File: config.mk
export PLATFORM = sky130hd
export DESIGN_NAME = uart_angle_rx_flat
export DESIGN_NICKNAME = d
export VERILOG_FILES = /design/src/rtl/uart_angle_rx_if.sv /design/src/rtl/uart_angle_rx.sv /design/src/flat_wrapper.sv
export SDC_FILE = /design/constraint.sdc
export NUM_CORES = 1
export LEC_CHECK = 0
export ABC_CLOCK_PERIOD_IN_PS = 2100
export CAP_MARGIN = 40
export CORE_UTILIZATION = 40
export DETAILED_ROUTE_END_ITERATION = 8
export HOLD_SLACK_MARGIN = 0.06
export PLACE_DENSITY = 0.62
export SETUP_SLACK_MARGIN = 0.3
export SYNTH_ARGS = -nofsm -noshare
export SYNTH_HDL_FRONTEND = slang
export SYNTH_SLANG_ARGS = --single-unit
File: constraint.sdc
create_clock -name clk -period 2.1 [get_ports clk]
set_clock_uncertainty 0.2 [all_clocks]
set_input_delay 0.21 -clock clk [delete_from_list [all_inputs] [get_ports clk]]
set_output_delay 0.21 -clock clk [all_outputs]
set_load 0.01 [all_outputs]
File: src/rtl/uart_angle_rx_if.sv
// Receiver output bundle: received byte, status pulses and the range-checked angle.
// The receiver drives it through the master modport; the servo driver reads it through the
// slave modport.
interface uart_angle_rx_if;
    logic [7:0] rx_data;
    logic       rx_done;
    logic       frame_err;
    logic       parity_err;
    logic [7:0] angle;
    logic       angle_valid;

    modport master (
        output rx_data,
        output rx_done,
        output frame_err,
        output parity_err,
        output angle,
        output angle_valid
    );

    modport slave (
        input rx_data,
        input rx_done,
        input frame_err,
        input parity_err,
        input angle,
        input angle_valid
    );
endinterface

File: src/rtl/uart_angle_rx.sv
// 8N1 serial receiver with mid-bit sampling and a range-checked angle register.
// Optional even-parity bit after the data bits when UART_RX_PARITY_EN is defined; without it
// the frame is 10 bits and parity_err is tied to 0.
module uart_angle_rx #(
    parameter int unsigned CLK_FREQ  = 50_000_000,
    parameter int unsigned BAUD_RATE = 9600,
    parameter int unsigned ANGLE_MAX = 56
) (
    input  logic             clk,
    input  logic             rst_n,
    input  logic             data_in,
    uart_angle_rx_if.master  rx_if
);

    localparam int unsigned BitCntMax = CLK_FREQ / BAUD_RATE;
    localparam int unsigned CntW      = $clog2(BitCntMax + 1);
    localparam logic [CntW-1:0] HalfCnt = CntW'(BitCntMax / 2);
    localparam logic [CntW-1:0] LastCnt = CntW'(BitCntMax - 1);
    localparam logic [7:0]      AngleMaxB = 8'(ANGLE_MAX);

    typedef enum logic [2:0] {
        StIdle,
        StStart,
        StData,
        StParity,
        StStop
    } state_e;

    state_e          state_q, state_d;
    logic [CntW-1:0] bit_cnt_q, bit_cnt_d;
    logic [2:0]      data_cnt_q, data_cnt_d;
    logic [7:0]      shift_q, shift_d;
    logic [7:0]      rx_data_q, rx_data_d;
    logic            rx_done_q, rx_done_d;
    logic            frame_err_q, frame_err_d;
    logic [7:0]      angle_q;
    logic            angle_valid_q;
    logic            sync1_q, sync2_q, hist_q;
    logic            line;
    logic            start_edge;
    logic            bit_end;

`ifdef UART_RX_PARITY_EN
    logic            par_q, par_d;
    logic            parity_err_q, parity_err_d;
`endif

    // Two-flop synchroniser plus one history flop for falling-edge detection.
    always_ff @(posedge clk or negedge rst_n) begin
        if (!rst_n) begin
            sync1_q <= 1'b1;
            sync2_q <= 1'b1;
            hist_q  <= 1'b1;
        end else begin
            sync1_q <= data_in;
            sync2_q <= sync1_q;
            hist_q  <= sync2_q;
        end
    end

    assign line       = sync2_q;
    assign start_edge = hist_q & ~sync2_q;
    // After the mid-start clear, the last count of each period lands on the next bit's middle.
    assign bit_end    = (bit_cnt_q == LastCnt);

    // FSM, counters, shift register and output pulse registers.
    always_ff @(posedge clk or negedge rst_n) begin
        if (!rst_n) begin
            state_q     <= StIdle;
            bit_cnt_q   <= '0;
            data_cnt_q  <= '0;
            shift_q     <= '0;
            rx_data_q   <= '0;
            rx_done_q   <= 1'b0;
            frame_err_q <= 1'b0;
`ifdef UART_RX_PARITY_EN
            par_q        <= 1'b0;
            parity_err_q <= 1'b0;
`endif
        end else begin
            state_q     <= state_d;
            bit_cnt_q   <= bit_cnt_d;
            data_cnt_q  <= data_cnt_d;
            shift_q     <= shift_d;
            rx_data_q   <= rx_data_d;
            rx_done_q   <= rx_done_d;
            frame_err_q <= frame_err_d;
`ifdef UART_RX_PARITY_EN
            par_q        <= par_d;
            parity_err_q <= parity_err_d;
`endif
        end
    end

    // Next-state logic: mid-bit sampling of start, data, optional parity and stop bits.
    always_comb begin
        state_d     = state_q;
        bit_cnt_d   = bit_end ? '0 : bit_cnt_q + 1'b1;
        data_cnt_d  = data_cnt_q;
        shift_d     = shift_q;
        rx_data_d   = rx_data_q;
        rx_done_d   = 1'b0;
        frame_err_d = 1'b0;
`ifdef UART_RX_PARITY_EN
        par_d        = par_q;
        parity_err_d = 1'b0;
`endif
        unique case (state_q)
            StIdle: begin
                bit_cnt_d = '0;
                if (start_edge) begin
                    state_d = StStart;
                end
            end
            StStart: begin
                if (bit_cnt_q == HalfCnt) begin
                    bit_cnt_d  = '0;
                    data_cnt_d = '0;
                    // A high line at mid-start means the edge was a glitch.
                    state_d    = line ? StIdle : StData;
                end
            end
            StData: begin
                if (bit_end) begin
                    shift_d    = {line, shift_q[7:1]};
                    data_cnt_d = data_cnt_q + 3'd1;
                    if (data_cnt_q == 3'd7) begin
`ifdef UART_RX_PARITY_EN
                        state_d = StParity;
`else
                        state_d = StStop;
`endif
                    end
                end
            end
`ifdef UART_RX_PARITY_EN
            StParity: begin
                if (bit_end) begin
                    par_d   = line;
                    state_d = StStop;
                end
            end
`endif
            StStop: begin
                if (bit_end) begin
                    // Back to idle at mid-stop so a start edge half a bit later is seen.
                    state_d = StIdle;
                    if (!line) begin
                        frame_err_d = 1'b1;
`ifdef UART_RX_PARITY_EN
                    end else if (^{shift_q, par_q}) begin
                        parity_err_d = 1'b1;
`endif
                    end else begin
                        rx_done_d = 1'b1;
                        rx_data_d = shift_q;
                    end
                end
            end
            default: begin
                state_d = StIdle;
            end
        endcase
    end

    // Angle register: loads the byte reported by rx_done when it is within range.
    always_ff @(posedge clk or negedge rst_n) begin
        if (!rst_n) begin
            angle_q       <= '0;
            angle_valid_q <= 1'b0;
        end else if (rx_done_q && (rx_data_q <= AngleMaxB)) begin
            angle_q       <= rx_data_q;
            angle_valid_q <= 1'b1;
        end
    end

    assign rx_if.rx_data     = rx_data_q;
    assign rx_if.rx_done     = rx_done_q;
    assign rx_if.frame_err   = frame_err_q;
    assign rx_if.angle       = angle_q;
    assign rx_if.angle_valid = angle_valid_q;
`ifdef UART_RX_PARITY_EN
    assign rx_if.parity_err  = parity_err_q;
`else
    assign rx_if.parity_err  = 1'b0;
`endif

endmodule

File: src/flat_wrapper.sv
// flat-port wrapper written by rule: the top's interface ports become plain ports
module uart_angle_rx_flat 
#(
    parameter int unsigned CLK_FREQ  = 50_000_000,
    parameter int unsigned BAUD_RATE = 9600,
    parameter int unsigned ANGLE_MAX = 56
)
  (clk, rst_n, data_in, rx_if_rx_data, rx_if_rx_done, rx_if_frame_err, rx_if_parity_err, rx_if_angle, rx_if_angle_valid);
  uart_angle_rx_if rx_if_i ();
  input  logic clk;
  input  logic rst_n;
  input  logic data_in;
  output wire logic [$bits(rx_if_i.rx_data)-1:0] rx_if_rx_data;
  output wire logic [$bits(rx_if_i.rx_done)-1:0] rx_if_rx_done;
  output wire logic [$bits(rx_if_i.frame_err)-1:0] rx_if_frame_err;
  output wire logic [$bits(rx_if_i.parity_err)-1:0] rx_if_parity_err;
  output wire logic [$bits(rx_if_i.angle)-1:0] rx_if_angle;
  output wire logic [$bits(rx_if_i.angle_valid)-1:0] rx_if_angle_valid;
  assign rx_if_rx_data = rx_if_i.rx_data;
  assign rx_if_rx_done = rx_if_i.rx_done;
  assign rx_if_frame_err = rx_if_i.frame_err;
  assign rx_if_parity_err = rx_if_i.parity_err;
  assign rx_if_angle = rx_if_i.angle;
  assign rx_if_angle_valid = rx_if_i.angle_valid;
  uart_angle_rx #(.CLK_FREQ(CLK_FREQ), .BAUD_RATE(BAUD_RATE), .ANGLE_MAX(ANGLE_MAX)) u_core (.clk(clk), .rst_n(rst_n), .data_in(data_in), .rx_if(rx_if_i));
endmodule
Word-level counts from Yosys, hierarchy flattened
Cells that the tools add are included. Widths: inputs -> output; s select.

Bitwise logic cells: 2. Equal/unequal tests: 11. $lt $le $gt $ge: 1. Reductions and logical operators: 7. Add/subtract/negate cells: 2. Mux-type cells: 19.

Operator list (number): $mux 13 (2); $pmux 13 s2 (1); $mux 3 (7); $add 13x1->13 const B (1); $eq 13x12->1 const B (1); $eq 13x13->1 const B (1); $pmux 3 s4 (1); $ne 2x1->1 const B (5); $le 8x6->1 const B (1); $eq 3x3->1 const B (2); $mux 1 (6); $pmux 3 s2 (1); $reduce_and 3->1 (2); $reduce_and 5->1 (1); $add 3x1->3 const B (1); $eq 3x1->1 const B (1); $eq 3x2->1 const B (1); $logic_not 3->1 (1); $mux 2 (1); $reduce_and 2->1 (1); $reduce_bool 2->1 (1); $and 1x1->1 (1); $logic_and 1x1->1 (1); $not 1->1 (1).

Flip-flop bits (word level): 49. Input port bits: 3. Output and inout port bits: 20. Word-level logic and storage cells: 54.

Longest topological paths before layout
Depth in word-level cells: 4. Mapped depth: 6. Mapped depth without buffers: 6.

Worst setup path before layout
Ideal clock, no wire load.

Kind: flip-flop to flip-flop. Start: reg u_core.bit_cnt_q[0]. End: reg u_core.rx_data_q[0], in the netlist u_core.rx_if.rx_data[0]. Setup time: 125 ps. Data required time: 1775 ps. Cell stages (with the launch flop): 6. Slack: 218 ps. Arrival time: 1557 ps. Buffers on the path: 0. Period minus slack after synthesis: 1882 ps. Cells stage by stage: dfrtp_1 > ha_1 > and4bb_4 > nand4_4 > nor2_8 > mux2_4.

Cells in the longest elaborated chain, start to end: 2.

Ends and longest elaborated chain: start, declared (RTL line uart_angle_rx.sv:30) `logic [CntW-1:0] bit_cnt_q, bit_cnt_d;`; start signal, assigned (RTL line uart_angle_rx.sv:82) `bit_cnt_q <= bit_cnt_d;`; $eq 13x13->1 (RTL line uart_angle_rx.sv:64) `assign bit_end = (bit_cnt_q == LastCnt);`; $reduce_and 3->1 (no source line); end signal, assigned (RTL line uart_angle_rx.sv:85) `rx_data_q <= rx_data_d;`; end, declared (RTL line uart_angle_rx.sv:33) `logic [7:0] rx_data_q, rx_data_d;`.

No other way between the ends. A chain may end at the register's enable or synchronous reset.

Worst setup path after layout
Start: reg u_core.bit_cnt_q[0]. End: reg u_core.rx_data_q[7], in the netlist u_core.rx_if.rx_data[7].

The elaborated chain is that of the path after synthesis.

==> flow_metrics.tcl <==
set metrics [dict create \
    crit_path_max_fanout 8 \
    rsz0062_at_grt "true" \
    place_hpwl_mm 3.02 \
    cap_violations 0 \
    period_minus_slack_ns 1.86 \
    multi_input_area_um2 1160 \
    cts-root-buf "clkbuf_8" \
    grt_start_max_net_pins 40 \
    ys_seq_area_share_pct 51.5 \
    seq_area_um2 1240 \
    gp_congestion 0.794 \
    min_period_over_period_pct 88.6 \
    cp_cell_sequence "ha_4 -> and4bb_4 -> nand4_4 -> nor2_8 -> mux2_4" \
    r2r_cells 5 \
    drcViolationCount 0 \
    reg2reg_to "u_core.rx_if.rx_data[7]$_DFFE_PN0P_" \
    port_buffers 21 \
    routed_wl_mm 4.75 \
    routedWlPerCell_um 15.2 \
    ys_seq_elements 49 \
    place_area_um2 2730 \
    power.density_nw_per_um2 710 \
    endpoint_kind "register" \
    dieHeight_um 79.3 \
    hold_path.class "input port to asynchronous set/reset pin" \
    netlist_area_um2 2390 \
    clk_pin_slew_worst_paths_ns 0.10 \
    max_freq_mhz 537 \
    synth_area_per_cell_um2 12.8 \
    drt_iter0_markers 43 \
    row_count 27 \
    antenna_found_initial 0 \
    crit_path_start_kind "register" \
    cts_max_path_buffers 2 \
    synth_top_area_cell "dfrtp_1" \
    nNetsFinal 246 \
    fin_setup_tns_ns 0 \
    dieArea_um2 6290 \
    fillers 463 \
    cp.required_ns 2.09 \
    timing.reg2reg.setup_slack_ns 0.24 \
    max_stage_delay_ns 0.42 \
    vias 1571 \
    cts_sinks 49 \
    ant_nets 0 \
    r2r-start "u_core.bit_cnt_q[0]$_DFF_PN0_" \
    start_util_pct 42.4 \
    power.leakage_nw 1.45 \
    yosys-top-cells-area "dfrtp_1 48%, mux2_4 8.2%, dfstp_2 3.3%, nor2_1 3.3%, xnor2_1 2.9%" \
    grt_util_all_layers_pct 15.7 \
    outcome "complete, no violations" \
    viasPerCell 5.04 \
    cp_slowest_cell "dfrtp_2" \
    syn-num-nets 194 \
    drt_first_pass_iters 4 \
    final-hold-violation-count 0 \
    setup_viol 0 \
    pin_count 23 \
    worstSetupPathType "register to register" \
    grt_overflow 0 \
    fin_area_um2 3130 \
    clkLatencyLatePin_ns 0.31 \
    worstPathArrival_ns 1.85 \
    grt_pass1_wl_mm 7.55 \
    synth_top_area_share_pct 48.2 \
    fp.dieW_um 79.3 \
    cts_tree "done" \
    diodes 0 \
    vdd_ir_drop_max_mv 0.573 \
    cts_max_level 2 \
    cts_buffers 5 \
    syn2layout_area_growth_pct 30.9 \
    netlist_instances 187 \
    drv_slew 0 \
    drive_gt1_share_pct 39.2 \
    grt_pass1_vias 1529 \
    ys_types 45 \
    yosys_warnings 0 \
    core_area_um2 5640 \
]
==> logic make-up after synthesis <==
family | count (synthesis) | synth area share (%)
AOI/OAI and AO/OA | 10 | 4.24
xor gates and xnor gates | 11 | 4.03
adders and majority gates | 4 | 2.09
buffers and inverters | 16 | 3.82
DFF | 49 | 51.5
muxes | 23 | 12.8
other | 1 | 0.157
and+or+nand+nor | 73 | 21.4
==> state kept, by name, indices dropped and copies added, names as in the netlist, 3 cells and up <==
signal and flops:
u_core.data_cnt_q 3, u_core.rx_if.rx_data 8, u_core.shift_q 8, u_core.state_q 3, u_core.bit_cnt_q 13, u_core.rx_if.angle 8
==> where the power goes <==
group	switching, mW	internal, mW	leakage (nW)	total (mW)
clock network	0.336	0.364	0.0591	0.700
logic	0.201	0.236	0.737	0.437
registers	0.0861	1.00	0.652	1.09
==> synth_stat cells <==
| master | number |
|---|---|
| dfrtp_1 | 46 |
| nor2_1 | 21 |
| mux2_4 | 13 |
| inv_1 | 10 |
| xnor2_1 | 8 |
| nand2_1 | 7 |
| nand3_1 | 7 |
| mux2_2 | 6 |
| nor3_1 | 5 |
| and3_1 | 4 |
| ha_1 | 4 |
| nand4_1 | 4 |
| and4bb_4 | 3 |
| buf_6 | 3 |
| dfstp_2 | 3 |
| o31ai_1 | 3 |
| xor2_1 | 3 |
| a21oi_1 | 2 |
| and2_1 | 2 |
| and2b_2 | 2 |
| and4bb_2 | 2 |
| buf_4 | 2 |
| mux2_1 | 2 |
| mux2i_1 | 2 |
| nand4_4 | 2 |
| nor4_2 | 2 |
| a211o_1 | 1 |
| a31oi_4 | 1 |
| a41o_1 | 1 |
| and3b_1 | 1 |
| and4_1 | 1 |
| and4_2 | 1 |
| clkbuf_2 | 1 |
| conb_1 | 1 |
| nand2_2 | 1 |
| nand2b_1 | 1 |
| nor2_8 | 1 |
| nor3_4 | 1 |
| nor3b_1 | 1 |
| nor3b_4 | 1 |
| nor4_1 | 1 |
| nor4bb_1 | 1 |
| o21a_1 | 1 |
| o31ai_4 | 1 |
| or3_1 | 1 |
==> cell usage in the layout (no fill, tap or decap), drive strengths merged, types with 2 or more instances in the layout <==
master / count
inv: 12
dfstp: 3
clkbuf: 6
and3: 4
clkdlybuf4s50: 20
nor3: 6
and4bb: 5
nor3b: 2
nand2: 8
and4: 2
nand4: 6
dfrtp: 46
a21oi: 2
o31ai: 4
nor4: 3
xor2: 3
and2b: 2
mux2: 21
mux2i: 2
xnor2: 8
ha: 4
and2: 2
nor2: 22
nand3: 7
buf: 29
==> routing by layer <==
metal | part of all wire, % | vias to the layer above | track usage (%) | wire length [um]
met3 | 3.2 | 6 | 3.68 | 152
met1 | 49 | 778 | 21.3 | 2300
met2 | 47 | 35 | 24.4 | 2230
met4 | 1.3 | 0 | 6.00 | 61
li1 | - | 752 | - | -
met5 | 0 | - | 0 | 0
==> how the worst max path moves through the flow <==
stage,cells past startpoint,to,slack [ns],startpoint
floorplan,5,u_core.rx_if.rx_data[0]$_DFFE_PN0P_,0.26,u_core.bit_cnt_q[0]$_DFF_PN0_
global placement,5,u_core.rx_if.rx_data[0]$_DFFE_PN0P_,0.20,u_core.bit_cnt_q[0]$_DFF_PN0_
detailed placement,5,u_core.rx_if.rx_data[3]$_DFFE_PN0P_,0.15,u_core.bit_cnt_q[0]$_DFF_PN0_
CTS,5,u_core.rx_if.rx_data[7]$_DFFE_PN0P_,0.26,u_core.bit_cnt_q[0]$_DFF_PN0_
global route,5,u_core.rx_if.rx_data[6]$_DFFE_PN0P_,0.17,u_core.bit_cnt_q[0]$_DFF_PN0_
finish,5,u_core.rx_if.rx_data[7]$_DFFE_PN0P_,0.24,u_core.bit_cnt_q[0]$_DFF_PN0_
==> stage by stage <==
stage / hold WS, ns / util (%) / cells / power (mW) / setup WS (ns)
after detailed placement: -0.100 / 48.4 / 282 / 1.39 / 0.151
after global placement: -0.0982 / 48.4 / 282 / 1.38 / 0.195
after CTS: 0.0913 / 52.8 / 303 / 2.18 / 0.261
after floorplan: -0.286 / - / 187 / 1.29 / 0.260
after global routing: 0.0948 / 55.5 / 312 / 2.33 / 0.173
final: 0.0880 / 55.5 / 312 / 2.22 / 0.239
==> repair_timing <==
action                                  CTS  global route
gates cloned                              0             1
endpoints found under the hold margin    46             0
buffers inserted                         12             8
pin swaps                                 7            13
endpoints found under the setup margin   30            39
hold buffers                              1             0
gates resized for setup                  11            16
==> area by class of cell <==
cell class | count | share of cell area [%]
sequential | 49 | 39.6
clock buffer | 5 | 2.20
clock inverter | 3 | 1.52
inverter | 10 | 1.20
tap | 72 | 2.88
multi-input combinational | 122 | 37.1
timing repair buffer | 51 | 15.4
==> critical path, delay by kind of cell, from the launching register on <==
| kind | cells | cell delay [ns] |
|---|---|---|
| simple gates | 3 | 0.66 |
| flops | 1 | 0.42 |
| mux | 1 | 0.32 |
| fa+ha+maj | 1 | 0.15 |
Note: power is estimated with default switching activity, not from simulation.
==> RTL change (same settings) <==
Encoding of `state_e`: now one-hot (5 bits for 5 states).
--- a/src/rtl/uart_angle_rx.sv
+++ b/src/rtl/uart_angle_rx.sv
@@ -20,8 +20,8 @@
 
-    typedef enum logic [2:0] {
-        StIdle,
-        StStart,
-        StData,
-        StParity,
-        StStop
+    typedef enum logic [4:0] {
+        StIdle   = 5'b00001,
+        StStart  = 5'b00010,
+        StData   = 5'b00100,
+        StParity = 5'b01000,
+        StStop   = 5'b10000
     } state_e;
Function: same outputs for any inputs over 10 cycles, from zero or initial values and one cycle with rst_n low; not proved beyond that.
==> RTL change against the unedited design <==
Sequential cell count grew 1; worst setup slack lost 17 ps; design area shrank 6.2%; routed wire length shrank 4.0%; highest routed layer unchanged; area after synthesis shrank 7.8%; critical path type unchanged; non-clock buffer count shrank 7; first-iteration DRC count grew 93%.
Power is not compared: it rests on default switching activity, and its combinational part moved more than twofold at a synthesized area within 25%.
==> RTL change: results (changes against the unedited design) <==
GRT
  – Vias in the first global route: 1,484 (-2.9%)
  – Global Route met3 Usage: 4.55% (+0.87 points)
  – First-pass GRT wire length: 7.57 mm (+0.28%)
  – GRT met2 Usage: 26.1% (+1.7 points)
  – GRT Total Usage: 16.4% (+0.64 points)
  – Largest net degree at the start of global routing: 31 (-23%)

Final layout
  – Final nets: 228 (-7.3%)

Drt
  – WL final: 4.56 mm (-4.0%)
  – Met3 WL: 218 um (+43%)
  – Routed wl met2: 2.24 mm (+0.31%)
  – Avg WL per Cell: 15.6 um (+2.6%)
  – Via-to-Cell Ratio: 5.17 (+2.6%)
  – Initial DRC Count: 83 (+93%)

Place
  – Worst slack, placed: 63.9 ps (-87.0 ps)
  – Dpl hpwl: 2.85 mm (-5.6%)
  – Placed insts: 263 (-6.7%)

Clock network
  – Number of post-CTS setup repair buffers: 10 (-2)
  – Post-cts sizing count: 19 (+8)

Timing
  – Hold WS: 119 ps (+31.4 ps)

Synth
  – Seq/Total Area, Yosys: 57.0% (+5.5 points)
  – Distinct cells, synth: 40 (-11%)
  – Post-Syn Nets: 180 (-7.2%)
  – Mean Syn Cell Area: 12.7 um2 (-0.34%)
  – Ranking of synthesized cells by area: dfrtp_1, mux2_2, dfstp_2

Critical path
  – Worst-path fanout max: 5 (-3)
  – R2R setup slack: 220 ps (-20 ps)
  – R2R Path End: u_core.rx_if.rx_data[6]$_DFFE_PN0P_
  – Worst r2r src: u_core.bit_cnt_q[1]$_DFF_PN0_
  – Arr. time, crit path: 1870 ps (+20 ps)

Hold path
  – Hold Crit Class: primary input to flop

Outcome
  – Status: finished, final reports clean
==> RTL change: power groups by stage <==
stage	clock network, W	registers [W]	logic, W
finish	0.000588	0.00103	0.000174
detailed placement	0	0.00104	0.000104
global placement	0	0.00103	0.000101
CTS	0.000611	0.00102	0.000148
floorplan	0	0.00103	0.0000627
global route	0.000653	0.00103	0.000191
==> RTL change: cells by family after synthesis <==
| logic type | synth area share [%] |
|---|---|
| xor+xnor | 4.77 |
| fa+ha+maj | 2.27 |
| other cells | 0.170 |
| mux | 10.7 |
| buf+inv | 2.33 |
| compound gates | 2.95 |
| flops | 57.0 |
| simple gates | 19.8 |
==> RTL change: layout make-up <==
type,count,area (um2)
Tap cell,70,87.6
Inverter,6,22.5
Fill cell,428,2270
Sequential cell,50,1270
Clock inverter,3,28.8
Timing Repair Buffer,44,397
Clock buffer,5,68.8
Multi-Input combinational cell,114,1060
